===== src/rtl/text_loader_pkg.sv =====
// Shared types and constants for the boot-time text memory loader.
package text_loader_pkg;

  typedef enum logic [2:0] {
    ST_IDLE,
    ST_HDR,
    ST_DATA,
    ST_WRITE,
    ST_SUM,
    ST_FIN
  } state_t;

  localparam int HDR_BYTES      = 4;
  localparam int BYTES_PER_WORD = 4;

  // Frame is good when the data-byte sum plus the trailing checksum byte wraps to zero.
  function automatic logic sum_ok(input logic [7:0] i_acc, input logic [7:0] i_chk);
    logic [7:0] w_total;
    w_total = i_acc + i_chk;
    return (w_total == 8'h00);
  endfunction

endpackage


===== src/rtl/text_memory_loader_byte_word_packer.sv =====
// Little-endian byte-to-word assembler; lane chosen by a 2-bit byte counter.
module byte_word_packer
  import text_loader_pkg::*;
(
  input  logic        i_clock,
  input  logic        i_reset_n,
  input  logic        i_clear,
  input  logic        i_en,
  input  logic [7:0]  i_byte,
  output logic [31:0] o_word_nxt,
  output logic        o_last
);

  logic [1:0]  r_cnt;
  logic [31:0] r_word;

  // o_word_nxt already contains the byte being accepted, so the caller can act on a full word at the same edge.
  always_comb begin
    o_word_nxt = r_word;
    case (r_cnt)
      2'd0:    o_word_nxt[7:0]   = i_byte;
      2'd1:    o_word_nxt[15:8]  = i_byte;
      2'd2:    o_word_nxt[23:16] = i_byte;
      default: o_word_nxt[31:24] = i_byte;
    endcase
  end

  assign o_last = i_en && (r_cnt == 2'(BYTES_PER_WORD - 1));

  always_ff @(posedge i_clock or negedge i_reset_n) begin
    if (!i_reset_n) begin
      r_cnt  <= 2'd0;
      r_word <= 32'd0;
    end else if (i_clear) begin
      r_cnt  <= 2'd0;
    end else if (i_en) begin
      r_cnt  <= r_cnt + 2'd1;
      r_word <= o_word_nxt;
    end
  end

endmodule


===== src/rtl/text_memory_loader.sv =====
// Loads a framed byte stream into text memory word by word, holding the core in reset meanwhile.
module text_memory_loader
  import text_loader_pkg::*;
#(
  parameter int TEXT_BITS = 10
) (
  input  logic                 clock,
  input  logic                 reset,
  input  logic                 start,
  input  logic [7:0]           rx_data,
  input  logic                 rx_valid,
  output logic                 rx_ready,
  output logic                 wr_en,
  output logic [TEXT_BITS-3:0] wr_addr,
  output logic [31:0]          wr_data,
  output logic                 cpu_hold,
  output logic                 busy,
  output logic                 done,
  output logic                 error
);

  localparam int          AW        = TEXT_BITS - 2;
  localparam int          CW        = TEXT_BITS - 1;
  localparam logic [31:0] MAX_WORDS = 32'(2 ** AW);

  state_t          r_state, w_state_nxt;
  logic            r_rx_ready, r_wr_en, r_busy, r_done;
  logic            w_rx_ready, w_wr_en, w_busy, w_done;
  logic [CW-1:0]   r_len, r_wcnt, w_wcnt_inc;
  logic [7:0]      r_sum;
  logic            r_error, r_hold;
  logic [AW-1:0]   r_wr_addr;
  logic [31:0]     r_wr_data;
  logic            w_acc, w_pack_en, w_last;
  logic [31:0]     w_word_nxt;

  assign w_acc      = rx_valid && r_rx_ready;
  assign w_pack_en  = w_acc && ((r_state == ST_HDR) || (r_state == ST_DATA));
  assign w_wcnt_inc = r_wcnt + CW'(1);

  byte_word_packer u_packer (
    .i_clock    (clock),
    .i_reset_n  (reset),
    .i_clear    (r_state == ST_IDLE),
    .i_en       (w_pack_en),
    .i_byte     (rx_data),
    .o_word_nxt (w_word_nxt),
    .o_last     (w_last)
  );

  // Control outputs are decoded from the next state and registered with it.
  always_ff @(posedge clock or negedge reset) begin
    if (!reset) begin
      r_state    <= ST_IDLE;
      r_rx_ready <= 1'b0;
      r_wr_en    <= 1'b0;
      r_busy     <= 1'b0;
      r_done     <= 1'b0;
    end else begin
      r_state    <= w_state_nxt;
      r_rx_ready <= w_rx_ready;
      r_wr_en    <= w_wr_en;
      r_busy     <= w_busy;
      r_done     <= w_done;
    end
  end

  always_comb begin
    w_state_nxt = r_state;
    case (r_state)
      ST_IDLE:  if (start) w_state_nxt = ST_HDR;
      ST_HDR: begin
        if (w_last) begin
          if (w_word_nxt == 32'd0)           w_state_nxt = ST_SUM;
          else if (w_word_nxt > MAX_WORDS)   w_state_nxt = ST_FIN;
          else                               w_state_nxt = ST_DATA;
        end
      end
      ST_DATA:  if (w_last) w_state_nxt = ST_WRITE;
      ST_WRITE: w_state_nxt = (w_wcnt_inc == r_len) ? ST_SUM : ST_DATA;
      ST_SUM:   if (w_acc) w_state_nxt = ST_FIN;
      ST_FIN:   w_state_nxt = ST_IDLE;
      default:  w_state_nxt = ST_IDLE;
    endcase
  end

  always_comb begin
    w_rx_ready = (w_state_nxt == ST_HDR) || (w_state_nxt == ST_DATA) || (w_state_nxt == ST_SUM);
    w_wr_en    = (w_state_nxt == ST_WRITE);
    w_busy     = (w_state_nxt != ST_IDLE);
    w_done     = (w_state_nxt == ST_FIN);
  end

  always_ff @(posedge clock or negedge reset) begin
    if (!reset) begin
      r_len     <= '0;
      r_wcnt    <= '0;
      r_sum     <= 8'd0;
      r_error   <= 1'b0;
      r_hold    <= 1'b0;
      r_wr_addr <= '0;
      r_wr_data <= 32'd0;
    end else begin
      case (r_state)
        ST_IDLE: begin
          if (start) begin
            r_error <= 1'b0;
            r_hold  <= 1'b1;
            r_sum   <= 8'd0;
            r_wcnt  <= '0;
          end
        end
        ST_HDR: begin
          if (w_last) begin
            r_len <= w_word_nxt[CW-1:0];
            if (w_word_nxt > MAX_WORDS) r_error <= 1'b1;
          end
        end
        ST_DATA: begin
          if (w_acc) begin
            r_sum <= r_sum + rx_data;
            if (w_last) begin
              r_wr_addr <= r_wcnt[AW-1:0];
              r_wr_data <= w_word_nxt;
            end
          end
        end
        ST_WRITE: r_wcnt <= w_wcnt_inc;
        ST_SUM: begin
          if (w_acc && !sum_ok(r_sum, rx_data)) r_error <= 1'b1;
        end
        // Hold is released on the way back to IDLE only for a clean frame.
        ST_FIN:   r_hold <= r_error;
        default: ;
      endcase
    end
  end

  assign rx_ready = r_rx_ready;
  assign wr_en    = r_wr_en;
  assign wr_addr  = r_wr_addr;
  assign wr_data  = r_wr_data;
  assign cpu_hold = r_hold;
  assign busy     = r_busy;
  assign done     = r_done;
  assign error    = r_error;

endmodule


===== config.mk =====
export PLATFORM = sky130hd
export DESIGN_NAME = text_memory_loader
export DESIGN_NICKNAME = d
export VERILOG_FILES = /design/src/rtl/text_loader_pkg.sv /design/src/rtl/text_memory_loader_byte_word_packer.sv /design/src/rtl/text_memory_loader.sv
export SDC_FILE = /design/constraint.sdc
export NUM_CORES = 1
export LEC_CHECK = 0
export CAP_MARGIN = 20
export CELL_PAD_IN_SITES_DETAIL_PLACEMENT = 1
export CELL_PAD_IN_SITES_GLOBAL_PLACEMENT = 1
export CORE_UTILIZATION = 52
export DETAILED_ROUTE_END_ITERATION = 10
export DONT_BUFFER_PORTS = 1
export PLACE_DENSITY_LB_ADDON = 0.3
export SYNTH_ARGS = -nofsm -noshare
export SYNTH_HDL_FRONTEND = slang
export SYNTH_HIERARCHICAL = 1
export SYNTH_SLANG_ARGS = --single-unit

===== constraint.sdc =====
create_clock -name clock -period 3.2 [get_ports clock]
set_input_delay 0.96 -clock clock [delete_from_list [all_inputs] [get_ports clock]]
set_output_delay 0.96 -clock clock [all_outputs]
set_load 0.05 [all_outputs]

=== After elaboration in Yosys (flattened, before gate mapping) ===
Cells that the tools add are included.

* Input bits: 12
* Logic and storage cells: 90
* Bits in read-only memories: 0
* Flip-flop bits (word level): 109
* Bits in latches: 0
* RAM bits: 0
* Memories kept: 0
* Output and inout bits: 46

* Eq/ne operators: 19
* Shift-type cells: 0
* Divide/modulo/power cells: 0
* Mux-type cells: 26
* $mul: 0
* Add/subtract/negate cells: 3
* Magnitude comparators: 1
* Bitwise operators: 1
* Reductions and logical operators: 26

{| class="wikitable"
|+ Operators with widths
! operator !! number
|-
| $mux 8 || 6
|-
| $gt 32x9->1 const B || 1
|-
| $logic_not 32->1 || 1
|-
| $mux 3 || 7
|-
| $pmux 9 s2 || 1
|-
| $pmux 8 s2 || 1
|-
| $pmux 3 s5 || 1
|-
| $eq 3x2->1 const B || 4
|-
| $eq 3x3->1 const B || 4
|-
| $add 9x1->9 const B || 1
|-
| $eq 9x9->1 || 1
|-
| $mux 9 || 1
|-
| $add 8x8->8 || 1
|-
| $logic_not 8->1 || 1
|-
| $reduce_and 2->1 || 4
|-
| $reduce_bool 2->1 || 4
|-
| $eq 3x1->1 const B || 2
|-
| $ne 2x2->1 const B || 3
|-
| $reduce_and 3->1 || 2
|-
| $reduce_bool 3->1 || 2
|-
| $mux 1 || 5
|-
| $reduce_and 5->1 || 1
|-
| $eq 2x2->1 const B || 2
|-
| $logic_and 1x1->1 || 4
|-
| other kinds (12) || 16
|}

=== Depth between registers and ports, before layout ===
Gate-level depths: netlist of the first run.

* Word-level depth: 11
* Mapped depth: 12
* Depth with buffers taken out: 10

=== Hierarchy ===
Netlist of the first run, hierarchy kept.

{| class="wikitable"
|+ Modules (own cells, without submodules)
! module !! times used !! cells an instance !! seq. area each (µm²) !! area an instance (µm²)
|-
| text_memory_loader || 1 || 323 || 1876.8 || 3748.6
|-
| byte_word_packer || 1 || 119 || 850.8 || 1804.2
|}

=== Worst setup path after synthesis of the first run ===
OpenSTA, ideal clock, no wires.

* Path type: input to register
* Start: input rx_data[7]
* End: register r_done (netlist: done)
* Data required time: 3.081 ns
* Slack: 0.527 ns
* Setup time: 0.119 ns
* Arrival: 2.554 ns
* Buffers on the path: 0
* Stages on the path: 8
* Path through: mux2_2 > nor4_1 > nand4_1 > nor4b_4 > a2bb2oi_2 > o21a_1 > inv_2 > and2_1

* Longest elaborated chain between the ends: 7
* Elaborated cells between the ends (all ways): 11
* Classes of those cells: order compare (1); eq/ne (1); mux (8); reduce/logical (1)

{| class="wikitable"
|+ RTL lines
! item !! RTL line !! RTL
|-
| start, declared || text_memory_loader.sv:10 || <nowiki>input logic [7:0] rx_data,</nowiki>
|-
| $mux 8 || text_memory_loader_byte_word_packer.sv:20 || <nowiki>case (r_cnt)</nowiki>
|-
| $gt 32x9->1 || text_memory_loader.sv:75 || <nowiki>else if (w_word_nxt > MAX_WORDS) w_state_nxt = ST_FIN;</nowiki>
|-
| $mux 3 || text_memory_loader.sv:75 ||
|-
| $mux 3 * || text_memory_loader.sv:74 || <nowiki>if (w_word_nxt == 32'd0) w_state_nxt = ST_SUM;</nowiki>
|-
| $mux 3 * || text_memory_loader.sv:73 || <nowiki>if (w_last) begin</nowiki>
|-
| $pmux 3 s5 * || text_memory_loader.sv:70 || <nowiki>case (r_state)</nowiki>
|-
| via w_state_nxt[2] || text_memory_loader.sv:26 || <nowiki>state_t r_state, w_state_nxt;</nowiki>
|-
| $eq 3x3->1 * || text_memory_loader.sv:91 || <nowiki>w_done = (w_state_nxt == ST_FIN);</nowiki>
|-
| via w_done || text_memory_loader.sv:28 || <nowiki>logic w_rx_ready, w_wr_en, w_busy, w_done;</nowiki>
|-
| end signal, assigned || text_memory_loader.sv:64 || <nowiki>r_done <= w_done;</nowiki>
|-
| end, declared || text_memory_loader.sv:27 || <nowiki>logic r_rx_ready, r_wr_en, r_busy, r_done;</nowiki>
|}

The timed path passes the listed nets; every way through them passes the cells marked *.
A chain may end at the register's enable or synchronous reset.

=== Worst setup path in the final report of the first run ===
* Start: register u_packer.r_cnt[1]
* End: register r_done (netlist: done)

* Elaborated cells between the ends (all ways): 18
* Classes of those cells: order compare (1); eq/ne (4); mux (9); reduce/logical (4)

{| class="wikitable"
|+ RTL lines
! item !! RTL line !! RTL
|-
| start, declared || text_memory_loader_byte_word_packer.sv:14 || <nowiki>logic [1:0] r_cnt;</nowiki>
|-
| start signal, assigned || text_memory_loader_byte_word_packer.sv:37 || <nowiki>r_cnt <= r_cnt + 2'd1;</nowiki>
|-
| $eq 2x1->1 * || text_memory_loader_byte_word_packer.sv:20 ||
|-
| $mux 8 * || text_memory_loader_byte_word_packer.sv:20 ||
|-
| via w_word_nxt[14] || text_memory_loader.sv:35 || <nowiki>logic [31:0] w_word_nxt;</nowiki>
|-
| $gt 32x9->1 || text_memory_loader.sv:75 ||
|-
| $mux 3 || text_memory_loader.sv:75 ||
|-
| $mux 3 * || text_memory_loader.sv:74 ||
|-
| $mux 3 * || text_memory_loader.sv:73 ||
|-
| $pmux 3 s5 * || text_memory_loader.sv:70 ||
|-
| via w_state_nxt[2] || text_memory_loader.sv:26 ||
|-
| $eq 3x3->1 * || text_memory_loader.sv:91 ||
|-
| via w_done || text_memory_loader.sv:28 ||
|}

Marks and branches as above.

==> flow_metrics.tcl, run 1 <==
set metrics [dict create \
    outcome "complete, no violations" \
    highest_layer "met4" \
    ys_seq_area_frac 0.491 \
    slowest_delay_ns 0.44 \
    wl_per_cell_um 21.8 \
    fin_crit_ns 2.99 \
    final_cells 583 \
    grt_pass1_vias 3908 \
    io_pins 58 \
    final_hold_viol_count 0 \
    htreeDepth 3 \
    yosys.area.top_type "dfrtp_1" \
    place_congestion 0.834 \
    p_per_area_nw_per_um2 720 \
    fin_worst_skew_ns 0.00878 \
    cts_buffers 9 \
    worstSetupEndpointType "register" \
    stdcell_area_um2 5860 \
    path_common_cell "buf_4" \
    critPathRequiredTime_ns 3.48 \
    async_flop_share 1.00 \
    drv_slew 0 \
    grt_max_degree 110 \
    via_per_inst 6.06 \
    tns_ns 0 \
    path_class "reg -> reg" \
    path_clk_slew_ns 0.10 \
    place_hpwl_um 8720 \
    finalCritPeriodShare 0.936 \
    cts_tree "built" \
    drt_iter0_drc 137 \
    syn_area_um2 5550 \
    vias 3534 \
    num_rows 37 \
    root_buffer "clkbuf_8" \
    clock_latency_ns 0.38 \
    cp_cell_sequence "inv_1 > ha_2 > buf_4 > mux2_2 > nor4_1 > nand4_1 > buf_4 > nor4b_4 > a2bb2oi_2 > o21a_1 > inv_2 > and2_1" \
    startpoint_type "register" \
    drc_errors 0 \
    antenna_cells 0 \
    synthTopCellsByArea "dfrtp_1 (49%), mux2_2 (21%), ha_1 (2.9%)" \
    fin_nets 468 \
    syn-num-nets 468 \
    ys_types 58 \
    syn_inst 442 \
    core-area_um2 10300 \
    totalWireLength_um 12700 \
    synth.top_cell.area_share 0.491 \
    gr-total-overflow 0 \
    grt_pass1_wl_um 21100 \
    die_height_um 105 \
    wl_met2_um 6320 \
    wl_met1_um 5780 \
    worst_pin_slew_ns 0.812 \
    path_max_fanout 5 \
    met3_length_um 453 \
    die_w_um 105 \
    peakVddDrop_v 0.000268 \
    drive_gt1_frac 0.345 \
    leakage_nw 2.74 \
    maxCapViolations 0 \
    die_area_um2 11100 \
    synth_common_cells "dfrtp_1 (109), mux2_2 (105), o21ai_0 (24)" \
    antenna_found_initial 0 \
    ctsHoldBuffers 0 \
    final_util 0.567 \
    port_buffers 0 \
    setup_viol 0 \
    synth_flop_cell "dfrtp_1" \
    worstHoldPathType "in -> async" \
    syn_avg_cell_area_um2 12.6 \
    dp_cells 565 \
    fill_cells 1035 \
    rsz0062_at_grt "no" \
    total_power_mw 4.22 \
    start_util 0.538 \
    yosysMostFrequentCell "dfrtp_1" \
    ant_nets 0 \
    cts_buffer_depth 2 \
    fmax_mhz 334 \
    drtPass1Iterations 4 \
    postPlaceCellArea_um2 5640 \
    cp.arrival_ns 3.27 \
    area_growth_pct 5.45 \
    ys_ff_latch 109 \
    holdWs_ns 0.262 \
    grt_use_total 0.249 \
    synth-edff-count 0 \
    pre_cts_slack_ns 0.0631 \
    fin_ws_ns 0.206 \
    cp_slowest_cell "dfrtp_1" \
    clkSinkCount 109 \
    ys_warn_count 6 \
    relSlewSlack 0.454 \
]
==> logic make-up after synthesis <==
kind of cell / after synthesis / share of synthesized area
XOR/XNOR: 21 / 0.0331
multiplexers: 114 / 0.232
adder cells (fa/ha/maj): 14 / 0.0329
AO/OA/AOI/OAI: 60 / 0.0723
buffers and inverters: 33 / 0.0333
AND/OR/NAND/NOR: 91 / 0.105
flip-flops: 109 / 0.491
==> placed cells by master, fill, tap and decap left out, types with 9 or more instances in the layout <==
| cell type | netlist | routed |
|---|---|---|
| ha_1 | 13 | 11 |
| inv_1 | 11 | 11 |
| buf_4 | 6 | 10 |
| o21ai_0 | 24 | 24 |
| nand2_1 | 17 | 17 |
| clkbuf_8 | 0 | 9 |
| xnor2_1 | 14 | 14 |
| nor2_1 | 13 | 13 |
| dfrtp_1 | 109 | 109 |
| mux2_2 | 105 | 105 |
| nand3_1 | 16 | 16 |
==> flip-flops by register name, indices dropped and copies added, names as in the netlist, 2 cells and up <==
signal           count
u_packer/r_word     32
r_wcnt               9
r_sum                8
u_packer/r_cnt       2
r_state              3
r_len                9
wr_data             32
wr_addr              8
==> where the power goes <==
group	leakage [nW]	internal, mW	switching (mW)	total, mW
Combinational	1.22	0.749	0.711	1.46
Clock	0.0868	0.294	0.502	0.796
Sequential	1.43	1.67	0.286	1.96
Total	2.74	2.72	1.50	4.22
==> final timing paths <==
check	start	to	slack, ns	cells after the start
setup / recovery	u_packer/r_cnt[1]	done	0.21	12
hold / removal	reset	wr_data[10]	0.26	0
setup reg to reg	u_packer/r_cnt[1]	done	0.21	12
hold reg to reg	u_packer/r_word[2]	u_packer/r_word[2]	0.52	1
max in group asynchronous	reset	r_wcnt[2]	2.78	0
min in group clock	u_packer/r_word[2]	u_packer/r_word[2]	0.52	1
==> cell type report <==
| class | count | area [um^2] | share of cell area |
|---|---|---|---|
| tap | 136 | 170 | 0.0291 |
| sequential | 109 | 2730 | 0.466 |
| inverter | 12 | 45.0 | 0.00769 |
| timing repair buffer | 10 | 75.1 | 0.0128 |
| multi-input combinational | 300 | 2660 | 0.453 |
| clock inverter | 7 | 58.8 | 0.0100 |
| clock buffer | 9 | 124 | 0.0212 |
==> routing by layer <==
metal,GRT usage,vias up
li1,-,1608
met1,0.333,1857
met2,0.410,58
met3,0.0458,11
met4,0.0795,0
met5,0,-
==> critical path: cells and delay by family (launching register included) <==
family	cells	cell delay (ns)
AO/OA/AOI/OAI	2	0.38
adder cells (fa/ha/maj)	1	0.26
buffers and inverters	4	0.54
flip-flops	1	0.44
multiplexers	1	0.35
AND/OR/NAND/NOR	4	0.94
==> repair_timing <==
item                                    CTS  global route
endpoints found under the setup margin    0             3
hold endpoints to repair                  0             0
buffers inserted                          0             2
gates resized for setup                   0             4
(Power assumes the default switching activity.)
==> run 2: changes to the inputs <==
ABC_CLOCK_PERIOD_IN_PS = 2400   (was not set)
CORE_UTILIZATION = 47   (was 52)
clock period = 2.4 ns   (was 3.2 ns; I/O delays follow)
==> run 2 against run 1 <==
  * Global-route usage rose by 0.46 points
  * Worst hold slack worse by 0.21 ns
  * Sequential power up 35%
  * Utilization rose by 0.99 points
  * Clock power up 76%
  * The flow now finishes with violations (setup timing)
  * Non-clock buffer count is 61 higher
  * Power rose by 68%
==> flow_metrics.tcl, run 2 (synthesis gave the netlist of run 1 again) <==
set metrics [dict create \
    fin_worst_skew_ns 0.00765 \
    num_rows 39 \
    crit_buf_inv 3 \
    drtPass1Iterations 4 \
    final_hold_viol_count 0 \
    leakage_nw 3.15 \
    p_per_area_nw_per_um2 1070 \
    fmax_mhz 356 \
    slowest_delay_ns 0.47 \
    grt_use_total 0.254 \
    startpoint_type "register" \
    path_max_fanout 9 \
    antenna_found_initial 0 \
    tns_ns -1.79 \
    fin_crit_ns 2.81 \
    totalWireLength_um 14800 \
    rr_startpoint "u_packer/r_cnt[1]" \
    area_growth_pct 19.2 \
    path_clk_slew_ns 0.07 \
    final_util 0.577 \
    cp_slowest_cell "dfrtp_2" \
    grt_max_degree 110 \
    rsz0062_at_grt "yes" \
    setup_viol 6 \
    holdWs_ns 0.0564 \
    die_w_um 111 \
    place_congestion 0.867 \
    worst-r2r-cell-count 11 \
    path_class "reg -> reg" \
    final_cell_mix "dfrtp_1 (107), mux2_2 (93), buf_4 (68)" \
    ant_nets 0 \
    io_pins 58 \
    worst_pin_slew_ns 0.591 \
    htreeDepth 3 \
    maxCapViolations 0 \
    cts_buffers 9 \
    seq_power_share 0.372 \
    violations "setup timing" \
    worstHoldPathType "in -> async" \
    grt_pass1_wl_um 23900 \
    drt_iter0_drc 186 \
    relSlewSlack 0.605 \
    root_buffer "clkbuf_16" \
    internal_power_mw 4.66 \
    fin_ws_ns -0.406 \
    start_util 0.484 \
    reg2reg_setup_slack_ns -0.41 \
    grt_pass1_vias 4296 \
    port_buffers 0 \
    cp_cell_sequence "inv_4 > buf_4 > ha_4 > mux2_4 > nor4_4 > a21oi_2 > nor4b_4 > a2bb2oi_2 > o21a_1 > inv_2 > and2_4" \
    p_sw_mw 2.44 \
    critPathRequiredTime_ns 2.65 \
    dp_cells 621 \
    worstSetupEndpointType "register" \
    vias 3796 \
    gr-total-overflow 0 \
    die_area_um2 12300 \
    clkSinkCount 109 \
    place_hpwl_um 9630 \
    drive_gt1_frac 0.455 \
    drv_slew 0 \
    timing.rr.end "done" \
    die_height_um 111 \
    p_clk_frac 0.197 \
    pre_cts_slack_ns -0.432 \
    layout.cells.most_common "dfrtp_1" \
    peakVddDrop_v 0.000540 \
    antenna_cells 0 \
    ctsHoldBuffers 0 \
    final_cells 651 \
    cts_buffer_depth 2 \
    outcome "finished with violations" \
    cp.arrival_ns 3.05 \
    drc_errors 0 \
    switching_share 0.344 \
    critPathTopFamily "simple AND/OR/NAND/NOR gates" \
    clock_latency_ns 0.35 \
    power_frac_comb 0.430 \
    wl_per_cell_um 22.7 \
    fin_nets 529 \
    finalCritPeriodShare 1.17 \
    via_per_inst 5.83 \
    cts_tree "built" \
    core-area_um2 11500 \
]
## run 2: routing by layer
layer / share of wire / wire length, um / up-vias / track usage
met5: 0 / 0 / - / 0
met4: 0.018 / 269 / 0 / 0.0978
met3: 0.040 / 593 / 24 / 0.0448
met2: 0.53 / 7790 / 94 / 0.442
met1: 0.41 / 6100 / 1949 / 0.312
li1: - / - / 1729 / -
## run 2: power groups by stage
stage | Combinational, mW | Sequential [mW] | Clock (mW)
CTS | 2.90 | 2.62 | 1.44
detailed placement | 2.63 | 2.63 | 0
finish | 3.05 | 2.64 | 1.40
global placement | 2.51 | 2.60 | 0
global route | 3.25 | 2.68 | 1.51
floorplan | 1.70 | 2.56 | 0
## run 2: worst max path at each step
stage	start	end	slack (ns)	cells after the start
2_1_floorplan	u_packer/r_cnt[1]	done	-0.07	11
3_3_place_gp	u_packer/r_cnt[1]	done	-0.28	11
3_5_place_dp	u_packer/r_cnt[1]	done	-0.43	11
4_1_cts	u_packer/r_cnt[1]	done	-0.30	12
5_1_grt	u_packer/r_cnt[1]	rx_ready	-0.53	11
6_report	u_packer/r_cnt[1]	done	-0.41	11
## run 2: through the flow
stage / power (mW) / instance area, um^2
floorplan: 4.25 / 5630
global placement: 5.11 / 6080
detailed placement: 5.26 / 6080
CTS: 6.96 / 6560
global route: 7.43 / 6620
finish: 7.10 / 6620
## run 2: cell type report
type	count	area (um^2)
Clock buffer	9	225
Fill cell	1146	4850
Clock inverter	7	51.3
Timing Repair Buffer	71	553
Tap cell	143	179
Inverter	12	50.0
Multi-Input combinational cell	300	2830
Sequential cell	109	2730
## run 2: worst register-to-register path, cell delays in order, from the launching register on
cell,delay [ns]
dfrtp_2,0.47
inv_4,0.09
buf_4,0.12
ha_4,0.23
mux2_4,0.34
nor4_4,0.36
a21oi_2,0.18
nor4b_4,0.34
a2bb2oi_2,0.21
o21a_1,0.19
inv_2,0.05
and2_4,0.13
## run 2: what timing repair did
item,in CTS,in global routing
gates resized for setup,20,8
endpoints found under the setup margin,6,6
pin swaps,12,5
setup buffers,11,3
